File: src/rtl/program_loader.sv
// Byte-stream program loader: assembles little-endian instruction words, writes them to
// consecutive program-memory addresses, then loads the PC with the base address.
module program_loader #(
  parameter int ADDR_W = 5,
  parameter int INST_W = 68
) (
  input  logic              clk,
  input  logic              reset,
  input  logic              start,
  input  logic [ADDR_W-1:0] base_addr,
  input  logic [ADDR_W:0]   word_count,
  input  logic              byte_valid,
  input  logic [7:0]        byte_data,
  output logic              byte_ready,
  output logic              PM_wr,
  output logic [ADDR_W-1:0] PM_address,
  output logic [INST_W-1:0] PM_inst_inp,
  output logic              PC_write,
  output logic [ADDR_W-1:0] PC_addressin,
  output logic              fetch_hold,
  output logic              done,
  output logic              fmt_err
);

  localparam int NBYTES   = (INST_W + 7) / 8;
  localparam int LAST_IDX = NBYTES - 1;
  localparam int LOW_W    = 8 * LAST_IDX;
  localparam int TOP_W    = INST_W - LOW_W;
  localparam int IDX_W    = $clog2(NBYTES);
  localparam logic [ADDR_W:0] DEPTH = {1'b1, {ADDR_W{1'b0}}};

  typedef enum logic [2:0] {IDLE, COLLECT, WRITE, SETPC, DONE} state_t;

  state_t            state, state_nx;
  logic [ADDR_W-1:0] base_q;
  logic [ADDR_W-1:0] addr;
  logic [ADDR_W:0]   remaining;
  logic [IDX_W-1:0]  byte_idx;
  logic [LOW_W-1:0]  word_buf;
  logic              fire;
  logic              last_byte;

  function automatic logic [ADDR_W:0] sat_count(input logic [ADDR_W:0] wc);
    return (wc > DEPTH) ? DEPTH : wc;
  endfunction

  assign fire      = byte_valid && byte_ready;
  assign last_byte = (byte_idx == IDX_W'(LAST_IDX));

  always_comb begin
    state_nx = state;
    case (state)
      IDLE:    if (start) state_nx = (sat_count(word_count) == '0) ? DONE : COLLECT;
      COLLECT: if (fire && last_byte) state_nx = WRITE;
      WRITE:   state_nx = (remaining == (ADDR_W+1)'(1)) ? SETPC : COLLECT;
      SETPC:   state_nx = DONE;
      DONE:    state_nx = IDLE;
      default: state_nx = IDLE;
    endcase
  end

  always_ff @(posedge clk) begin
    if (!reset) begin
      state        <= IDLE;
      base_q       <= '0;
      addr         <= '0;
      remaining    <= '0;
      byte_idx     <= '0;
      word_buf     <= '0;
      byte_ready   <= 1'b0;
      PM_wr        <= 1'b0;
      PM_address   <= '0;
      PM_inst_inp  <= '0;
      PC_write     <= 1'b0;
      PC_addressin <= '0;
      fetch_hold   <= 1'b0;
      done         <= 1'b0;
      fmt_err      <= 1'b0;
    end else begin
      state      <= state_nx;
      byte_ready <= (state_nx == COLLECT);
      PM_wr      <= (state_nx == WRITE);
      PC_write   <= (state_nx == SETPC);
      done       <= (state_nx == DONE);
      fetch_hold <= (state_nx != IDLE);
      case (state)
        IDLE: if (start) begin
          base_q    <= base_addr;
          addr      <= base_addr;
          remaining <= sat_count(word_count);
          byte_idx  <= '0;
          fmt_err   <= 1'b0;
        end
        COLLECT: if (fire) begin
          // The final byte only partly fits the word; its spare high bits flag a bad stream.
          if (last_byte) begin
            PM_address  <= addr;
            PM_inst_inp <= {byte_data[TOP_W-1:0], word_buf};
            if (byte_data[7:TOP_W] != '0) fmt_err <= 1'b1;
          end else begin
            word_buf[8*int'(byte_idx) +: 8] <= byte_data;
          end
          byte_idx <= byte_idx + 1'b1;
        end
        WRITE: begin
          addr      <= addr + 1'b1;
          remaining <= remaining - 1'b1;
          byte_idx  <= '0;
        end
        default: ;
      endcase
      if (state_nx == SETPC) PC_addressin <= base_q;
    end
  end

endmodule

File: config.mk
export PLATFORM = sky130hd
export DESIGN_NAME = program_loader
export DESIGN_NICKNAME = d
export VERILOG_FILES = /design/src/rtl/program_loader.sv
export SDC_FILE = /design/constraint.sdc
export NUM_CORES = 1
export LEC_CHECK = 0
export CAP_MARGIN = 0
export CORE_AREA = 2 2 172 107
export DETAILED_ROUTE_END_ITERATION = 12
export DIE_AREA = 0 0 174 109
export PLACE_DENSITY_LB_ADDON = 0.2
export SLEW_MARGIN = 15
export SYNTH_ARGS = -nofsm -noshare
export SYNTH_HDL_FRONTEND = slang
export SYNTH_SLANG_ARGS = --single-unit
export TNS_END_PERCENT = 5
File: constraint.sdc
create_clock -name clk -period 2.65 [get_ports clk]
set_input_delay 0.3975 -clock clk [delete_from_list [all_inputs] [get_ports clk]]
set_output_delay 0.3975 -clock clk [all_outputs]
set_load 0.05 [all_outputs]
==> results.toml, run 1 <==
[power]
power.density_mw_per_mm2 = 616.0
vdd_ir_drop_max_mv = 0.4953
total_leakage_power_nw = 3.100

[setup_path]
regToRegSetupSlack_ns = 0.43
path_delay_family = "simple AND/OR/NAND/NOR gates"
start_kind = "flip-flop"
worstSetupEndpointType = "flip-flop"
crit_path_max_fanout = 8
cp_num_buf_inv = 1
critical_path.reg2reg.endpoint = "word_buf[1]"
crit_chain = "inv_1, ha_1, or3b_1, nor4_4, o2111ai_2, mux2i_1"
critical_path.slowest_cell = "or3b_1"
timing.setup.critical_path_class = "reg2reg"
worst_endpoint_required_time_ns = 2.93
worst_ep_arrival_time_ns = 2.51
r2r_start = "byte_idx[1]"
slowest_delay_ns = 0.57
r2r_cells = 6

[sta]
unrepaired_setup_endpoints_after_global_routing = "no"
finalClockSkew_ns = 0.007476
final_critical_path_setup_slack_ns = 0.4256
timing.setup.tns_ns = 0
worst-slew-pin-transition_ns = 0.7205
post_route_minimum_period_ns = 2.224
min_period_over_period = 0.8394
maxSlewHeadroom = 0.5179
setup_viol = 0
fmax_ghz = 0.4496
finalHoldWorstSlack_ns = 0.4333
finalHoldViolations = 0
slew_viol_final = 0

[hold_path]
min_from = "reset"
hold_path_class = "in2reg"
min_delay_worst_endpoint = "word_buf[9]"
count_of_cells_along_the_worst_hold_path = 3

[routing]
detail_route.drc_violations = 0
route.detailed.vias_per_inst = 4.949
totalWireLength_mm = 18.22
routed_wire_length_per_instance_um = 15.75
detail-route-antenna-nets = 0
route.vias.total = 5726
drt_pre_antenna_iters = 6
first_iter_violations = 518

[clocking]
tritoncts_num_sinks = 171
postcts_resize_cnt = 0
cts_tree = "yes"
clockRootBuffer = "clkbuf_16"
ctsLongestPathBuffers = 2
clkTransAtPathRegs_ns = 0.06
number_of_buffers_inserted_to_repair_setup_after_cts = 0
clk-insertion-delay-late_ns = 0.43
post_cts_hold_buffer_count = 0
number_of_levels_the_h_tree_was_split_into = 4
numCtsBuffers = 17

[place]
placed_cells_incl_taps = 1125
place.detailed.hpwl_mm = 12.47
dp_slack_ns = 0.3578
gp_congestion = 0.8558
numPortBuffers = 106

[synthesis]
postSynth.topFlopCell = "dfxtp_1"
cells_taking_the_most_area_after_synthesis = "dfxtp_1, nand2_1, a21oi_1"
yosysTopAreaCell = "dfxtp_1"
syn_area_per_cell_sq_um = 8.469
synth.cell_area_sq_mm = 0.006809
synthDominantCellAreaShare = 0.5028
synthesis.yosys.warnings = 0
synth-edff-count = 0
synth_fp_nets = 834
synth.yosys.seq_area_share = 0.5028
synth_cell_types = 58
synth_async_sr_flop_share = 0
synthCells = 804
postSynthRegisterBits = 171

[floorplanning]
fp.dieW_um = 174
floorplan.rows = 38
floorplan.initialDensity = 0.3892
die_height_um = 109
core-area_sq_mm = 0.01750
io_pins = 107
fp.dieArea_sq_mm = 0.01897

[finish]
finish.cell_count_without_fillers = 1157
final_layout_size_suffix_gt1_frac = 0.08833
utilization = 0.4979
insertedDiodeCount = 0
numnets_final = 934
final_common_cell = "nand2_1"
area_growth_syn_to_layout_pct = 27.95
most_frequent_cells_in_the_layout = "nand2_1, dfxtp_1, clkdlybuf4s50_1"

[global_route]
grt.overflow.total = 0
groute.usage.overall = 0.1969
first_pass_grt_wire_length_mm = 29.19
antenna_found_initial = 0
grt_max_degree = 65
first_global_vias = 5345

[run_status]
outcome = "finished clean"

[run]
max-cap-violations = 0
==> area by class of cell <==
class / count / area, sq um
sequential: 171 / 3423
tap: 240 / 300.3
clock buffer: 22 / 474.2
timing repair buffer: 134 / 1279
multi-input combinational: 571 / 3110
clock inverter: 10 / 91.34
inverter: 9 / 33.78
fill: 1718 / 8785
==> kinds of logic (layout without fill, tap and decap cells) <==
kind of cell | count (synthesis) | after routing | share of synthesized area
AOI/OAI and AO/OA | 157 | 157 | 0.1332
DFF | 171 | 171 | 0.5028
muxes | 46 | 46 | 0.06762
and+or+nand+nor | 357 | 357 | 0.2370
xor gates and xnor gates | 4 | 4 | 0.005145
buffers and inverters | 62 | 175 | 0.04135
adders and majority gates | 7 | 7 | 0.01286
==> stage by stage <==
stage,area [sq um],total power [mW]
6_report,8712,5.366
5_1_grt,8712,5.535
3_5_place_dp,8147,3.010
4_1_cts,8712,5.392
3_3_place_gp,8147,3.012
2_1_floorplan,6809,2.880
==> worst register-to-register path, cell delays in order (launching register included) <==
cell and delay [ns]:
dfxtp_1 0.38, inv_1 0.10, ha_1 0.15, or3b_1 0.57, nor4_4 0.23, o2111ai_2 0.43
mux2i_1 0.23
==> worst max-delay path by stage <==
stage                         to  depth (start not counted)        start  slack, ns
finish               word_buf[1]                          6  byte_idx[1]       0.43
global placement    word_buf[38]                          5   byte_valid       0.39
global route         word_buf[0]                          6  byte_idx[1]       0.29
floorplan           word_buf[48]                          7  byte_idx[0]       0.27
detailed placement  remaining[0]                          5        start       0.36
CTS                  word_buf[5]                          6  byte_idx[1]       0.46
==> synth_stat cells (4+ instances only) <==
| cell type | n |
|---|---|
| inv_1 | 8 |
| clkbuf_1 | 36 |
| and3_1 | 5 |
| ha_1 | 7 |
| a21oi_1 | 97 |
| nand2_1 | 252 |
| buf_6 | 4 |
| mux2i_1 | 46 |
| o21ai_0 | 36 |
| nand3_1 | 25 |
| nand4_1 | 9 |
| dfxtp_1 | 171 |
| buf_2 | 12 |
| nor2_1 | 22 |
| nor3_1 | 5 |
| a211oi_1 | 5 |
| a31oi_1 | 5 |
| or3_1 | 4 |
| xnor2_1 | 4 |
==> state kept, by name (all words and copies together) (netlist names), 3 cells and up <==
name	cells
base_q	5
word_buf	64
state	3
PM_inst_inp	68
PC_addressin	5
addr	5
byte_idx	4
remaining	6
PM_address	5
==> per-layer routing <==
layer,up-vias,routed length (um),track usage
met5,-,0,0
met4,0,150,0.05342
li1,2925,-,-
met1,2615,10070,0.3140
met3,16,1320,0.04812
met2,170,6678,0.2536
==> power by group <==
part / internal (mW) / switching, mW
clock: 1.37 / 1.04
combinational: 0.123 / 0.219
sequential: 2.59 / 0.0246
total: 4.08 / 1.28
Power figures use the tool's default switching activity.
==> inputs of run 2 (changes only) <==
- clock period: 2.65 -> 2.3 ns (I/O delays scaled with it)
==> run 2 against run 1 <==
Setup slack worse by 0.26 ns. Non-clock buffer count grew 13. Routed wire length is 0.62% higher. Critical endpoint is now word_buf[51]. Largest power group unchanged. Highest routed layer unchanged.
==> results.toml, run 2 (synthesis results as in run 1) <==
[finish]
largest_reg_flops = 68
numnets_final = 947
top_registers = "PM_inst_inp: 68 flops, word_buf: 64 flops, remaining: 6 flops"
final_common_cell = "nand2_1"
finalInstanceArea_sq_mm = 0.008880
area_growth_syn_to_layout_pct = 30.41
insertedDiodeCount = 0
utilization = 0.5075
most_frequent_cells_in_the_layout = "nand2_1, dfxtp_1, clkdlybuf4s50_1"
regMostFlops = "PM_inst_inp"
final_layout_size_suffix_gt1_frac = 0.1032

[power]
design_power_total_mw = 6.361
vdd_ir_drop_max_mv = 0.4899
power.density_mw_per_mm2 = 716.4
total_leakage_power_nw = 3.201

[clocking]
cts_tree = "yes"
postcts_resize_cnt = 0
number_of_levels_the_h_tree_was_split_into = 4
clockRootBuffer = "clkbuf_16"
clk-insertion-delay-late_ns = 0.43
clkTransAtPathRegs_ns = 0.07
numCtsBuffers = 17
ctsLongestPathBuffers = 2
tritoncts_num_sinks = 171
post_cts_hold_buffer_count = 0
number_of_buffers_inserted_to_repair_setup_after_cts = 0

[routing]
routed_wire_length_per_instance_um = 15.67
first_iter_violations = 375
route.detailed.vias_per_inst = 5.029
detail_route.drc_violations = 0
drt_pre_antenna_iters = 4
route.vias.total = 5884
detail-route-antenna-nets = 0
totalWireLength_mm = 18.34

[sta]
finalHoldViolations = 0
post_route_minimum_period_ns = 2.130
finalHoldWorstSlack_ns = 0.3084
finalClockSkew_ns = 0.01106
maxSlewHeadroom = 0.5840
slew_viol_final = 0
setup_viol = 0
min_period_over_period = 0.9261
fmax_ghz = 0.4695
worst-slew-pin-transition_ns = 0.6240
timing.setup.tns_ns = 0
unrepaired_setup_endpoints_after_global_routing = "no"

[floorplanning]
fp.dieArea_sq_mm = 0.01897
die_height_um = 109
io_pins = 107
fp.dieW_um = 174
floorplan.initialDensity = 0.3892
core-area_sq_mm = 0.01750
floorplan.rows = 38

[setup_path]
worstSetupEndpointType = "flip-flop"
timing.setup.critical_path_class = "reg2reg"
crit_path_max_fanout = 8
worst_ep_arrival_time_ns = 2.48
r2r_start = "byte_idx[0]"
worst_endpoint_required_time_ns = 2.65
timing_startpoint_of_the_critical_path = "byte_idx[0]"
start_kind = "flip-flop"

[global_route]
grt.overflow.total = 0
groute.usage.overall = 0.1981
first_global_vias = 5305
grt_max_degree = 57
antenna_found_initial = 0
first_pass_grt_wire_length_mm = 29.30

[place]
placed_area_sq_mm = 0.008282
place.detailed.hpwl_mm = 12.97
numPortBuffers = 106
gp_congestion = 0.8685

[hold_path]
hold_path_class = "in2reg"
min_from = "reset"

[run_status]
outcome = "finished clean"

[run]
max-cap-violations = 0
run 2: per-layer routing:
layer | track usage | part of all wire
met1 | 0.3209 | 0.56
met4 | 0.04862 | 0.0074
met3 | 0.04603 | 0.063
met2 | 0.2533 | 0.37
met5 | 0 | 0
run 2: worst paths after layout:
check / endpoint / slack (ns) / depth (start not counted)
min: word_buf[57] / 0.31 / 3
max: word_buf[51] / 0.17 / 7
max reg2reg: word_buf[51] / 0.17 / 7
min reg2reg: PM_inst_inp[37] / 0.44 / 2
run 2: final cells by class:
| class | instances | area, sq um |
|---|---|---|
| Inverter | 9 | 33.78 |
| Multi-Input combinational cell | 571 | 3110 |
| Timing Repair Buffer | 147 | 1414 |
| Clock buffer | 18 | 439.2 |
| Tap cell | 240 | 300.3 |
| Fill cell | 1714 | 8617 |
| Sequential cell | 171 | 3423 |
| Clock inverter | 14 | 158.9 |
run 2: power by group:
part	internal (mW)	switching, mW
registers	2.99	0.0239
logic	0.158	0.263
clock network	1.66	1.28
total	4.80	1.56
run 2: metrics by stage:
step / worst slack, ns / cells
final: 0.1700 / 1170
after global routing: 0.01204 / 1170
after CTS: 0.1898 / 1170
after detailed placement: 0.03809 / 1138
after global placement: 0.1117 / 1138
after floorplan: 0.02473 / 804
run 2: critical path, stage by stage, from the launching register on:
cell      delay [ns]
dfxtp_1         0.33
inv_1           0.06
ha_1            0.22
or3b_1          0.57
buf_4           0.23
a211oi_4        0.18
buf_4           0.22
mux2i_1         0.23
==> inputs of run 3 (changes only) <==
- CORE_AREA: 2 2 172 107 -> 4 4 174 109
- DIE_AREA: 0 0 174 109 -> 0 0 178 113
- SLEW_MARGIN: 15 -> unset
==> run 3 against run 2 <==
Cell count grew 0.26%. Hold slack got worse by 0.022 ns. Clock power down 6%. Largest power group unchanged. Power fell by 2.8%. Critical endpoint is now word_buf[58].
==> results.toml, run 3 (synthesis results as in run 1) <==
[routing]
route.vias.total = 5812
totalWireLength_mm = 18.59
detail-route-antenna-nets = 0
routed_wire_length_per_instance_um = 15.84
first_iter_violations = 392
drt_pre_antenna_iters = 4
detail_route.drc_violations = 0
route.detailed.vias_per_inst = 4.955

[power]
power.density_mw_per_mm2 = 698.5
design_power_total_mw = 6.182
clock_power_share = 0.445
p_comb_frac = 0.068
sw_frac = 0.2556
power.net_switching_mw = 1.580
total_leakage_power_nw = 3.185
internal_power_mw = 4.602
vdd_ir_drop_max_mv = 0.4437
power.sequential.fraction = 0.487

[sta]
finalHoldViolations = 0
worst-slew-pin-transition_ns = 0.8038
timing.setup.tns_ns = 0
maxSlewHeadroom = 0.4641
finalClockSkew_ns = 0.01366
setup_viol = 0
post_route_minimum_period_ns = 2.056
fmax_ghz = 0.4864
final_critical_path_setup_slack_ns = 0.2439
unrepaired_setup_endpoints_after_global_routing = "no"
slew_viol_final = 0
min_period_over_period = 0.8939

[clocking]
clk-insertion-delay-late_ns = 0.42
numCtsBuffers = 17
number_of_levels_the_h_tree_was_split_into = 4
tritoncts_num_sinks = 171
number_of_buffers_inserted_to_repair_setup_after_cts = 0
clockRootBuffer = "clkbuf_16"
ctsLongestPathBuffers = 2
clkTransAtPathRegs_ns = 0.07
postcts_resize_cnt = 0
cts_tree = "yes"
post_cts_hold_buffer_count = 0

[finish]
area_growth_syn_to_layout_pct = 29.99
regMostFlops = "PM_inst_inp"
final_layout_size_suffix_gt1_frac = 0.1072
final_common_cell = "nand2_1"
nFillCells = 1674
regArea_sq_mm = 0.003423
multi_input_comb_area_sq_mm = 0.003113
numnets_final = 950
largest_reg_flops = 68
finalInstanceArea_sq_mm = 0.008851
insertedDiodeCount = 0
top_registers = "PM_inst_inp: 68 flops, word_buf: 64 flops, remaining: 6 flops"
most_frequent_cells_in_the_layout = "nand2_1, dfxtp_1, clkdlybuf4s50_1"

[floorplanning]
io_pins = 107
fp.dieW_um = 178
die_height_um = 113
floorplan.rows = 38
floorplan.initialDensity = 0.3881
core-area_sq_mm = 0.01754
fp.dieArea_sq_mm = 0.02011

[global_route]
groute.usage.overall = 0.1874
grt.overflow.total = 0
first_global_vias = 5643
antenna_found_initial = 0
first_pass_grt_wire_length_mm = 30.09
grt_max_degree = 74

[run_status]
outcome = "finished clean"

[place]
dp_slack_ns = 0.07396
place.detailed.hpwl_mm = 13.11
gp_congestion = 0.8939
numPortBuffers = 106
placed_area_sq_mm = 0.008279

[setup_path]
worstSetupEndpointType = "flip-flop"
timing.setup.critical_path_class = "reg2reg"
worst_ep_arrival_time_ns = 2.40
crit_path_max_fanout = 7
start_kind = "flip-flop"
worst_endpoint_required_time_ns = 2.64

[hold_path]
hold_path_class = "in2reg"

[run]
max-cap-violations = 0
-- run 3: final cells by class --
class / count / share of cell area
clock buffer: 18 / 0.04962
sequential: 171 / 0.3868
timing repair buffer: 150 / 0.1595
clock inverter: 14 / 0.01470
inverter: 9 / 0.003817
tap: 240 / 0.03393
multi-input combinational: 571 / 0.3517
-- run 3: path summary, 6_finish.rpt --
| check | endpoint | depth (start not counted) | slack (ns) | from |
|---|---|---|---|---|
| setup reg to reg | word_buf[58] | 7 | 0.24 | byte_idx[1] |
| setup / recovery | word_buf[58] | 7 | 0.24 | byte_idx[1] |
| hold / removal | PM_inst_inp[63] | 3 | 0.29 | reset |
| hold reg to reg | PM_inst_inp[63] | 2 | 0.45 | word_buf[63] |
-- run 3: metrics by stage --
step,utilization,std cells,hold slack (ns)
3_5_place_dp,0.4719,1141,0.4436
2_1_floorplan,-,804,0.4285
6_report,0.5045,1173,0.2862
3_3_place_gp,0.4719,1141,0.4419
5_1_grt,0.5045,1173,0.3022
4_1_cts,0.5044,1173,0.2717
-- run 3: per-layer routing --
layer | part of all wire | track usage | vias to the layer above
met5 | 0 | 0 | -
met4 | 0.0089 | 0.03913 | 0
met3 | 0.050 | 0.04207 | 16
met2 | 0.38 | 0.2418 | 149
met1 | 0.56 | 0.3093 | 2698
li1 | - | - | 2949
-- run 3: power groups by stage --
| stage | Sequential [mW] | Combinational [mW] | Clock (mW) |
|---|---|---|---|
| floorplan | 3.08 | 0.234 | 0 |
| global placement | 3.08 | 0.413 | 0 |
| detailed placement | 3.08 | 0.413 | 0 |
| CTS | 3.01 | 0.416 | 2.79 |
| global route | 3.01 | 0.456 | 2.93 |
| finish | 3.01 | 0.423 | 2.75 |
-- run 3: critical path, stage by stage, from the launching register on --
cell and delay [ns]:
dfxtp_1 0.31, inv_1 0.08, ha_1 0.28, or3b_4 0.50, a2111oi_4 0.33, buf_4 0.22
nand4_1 0.14, o21ai_0 0.12
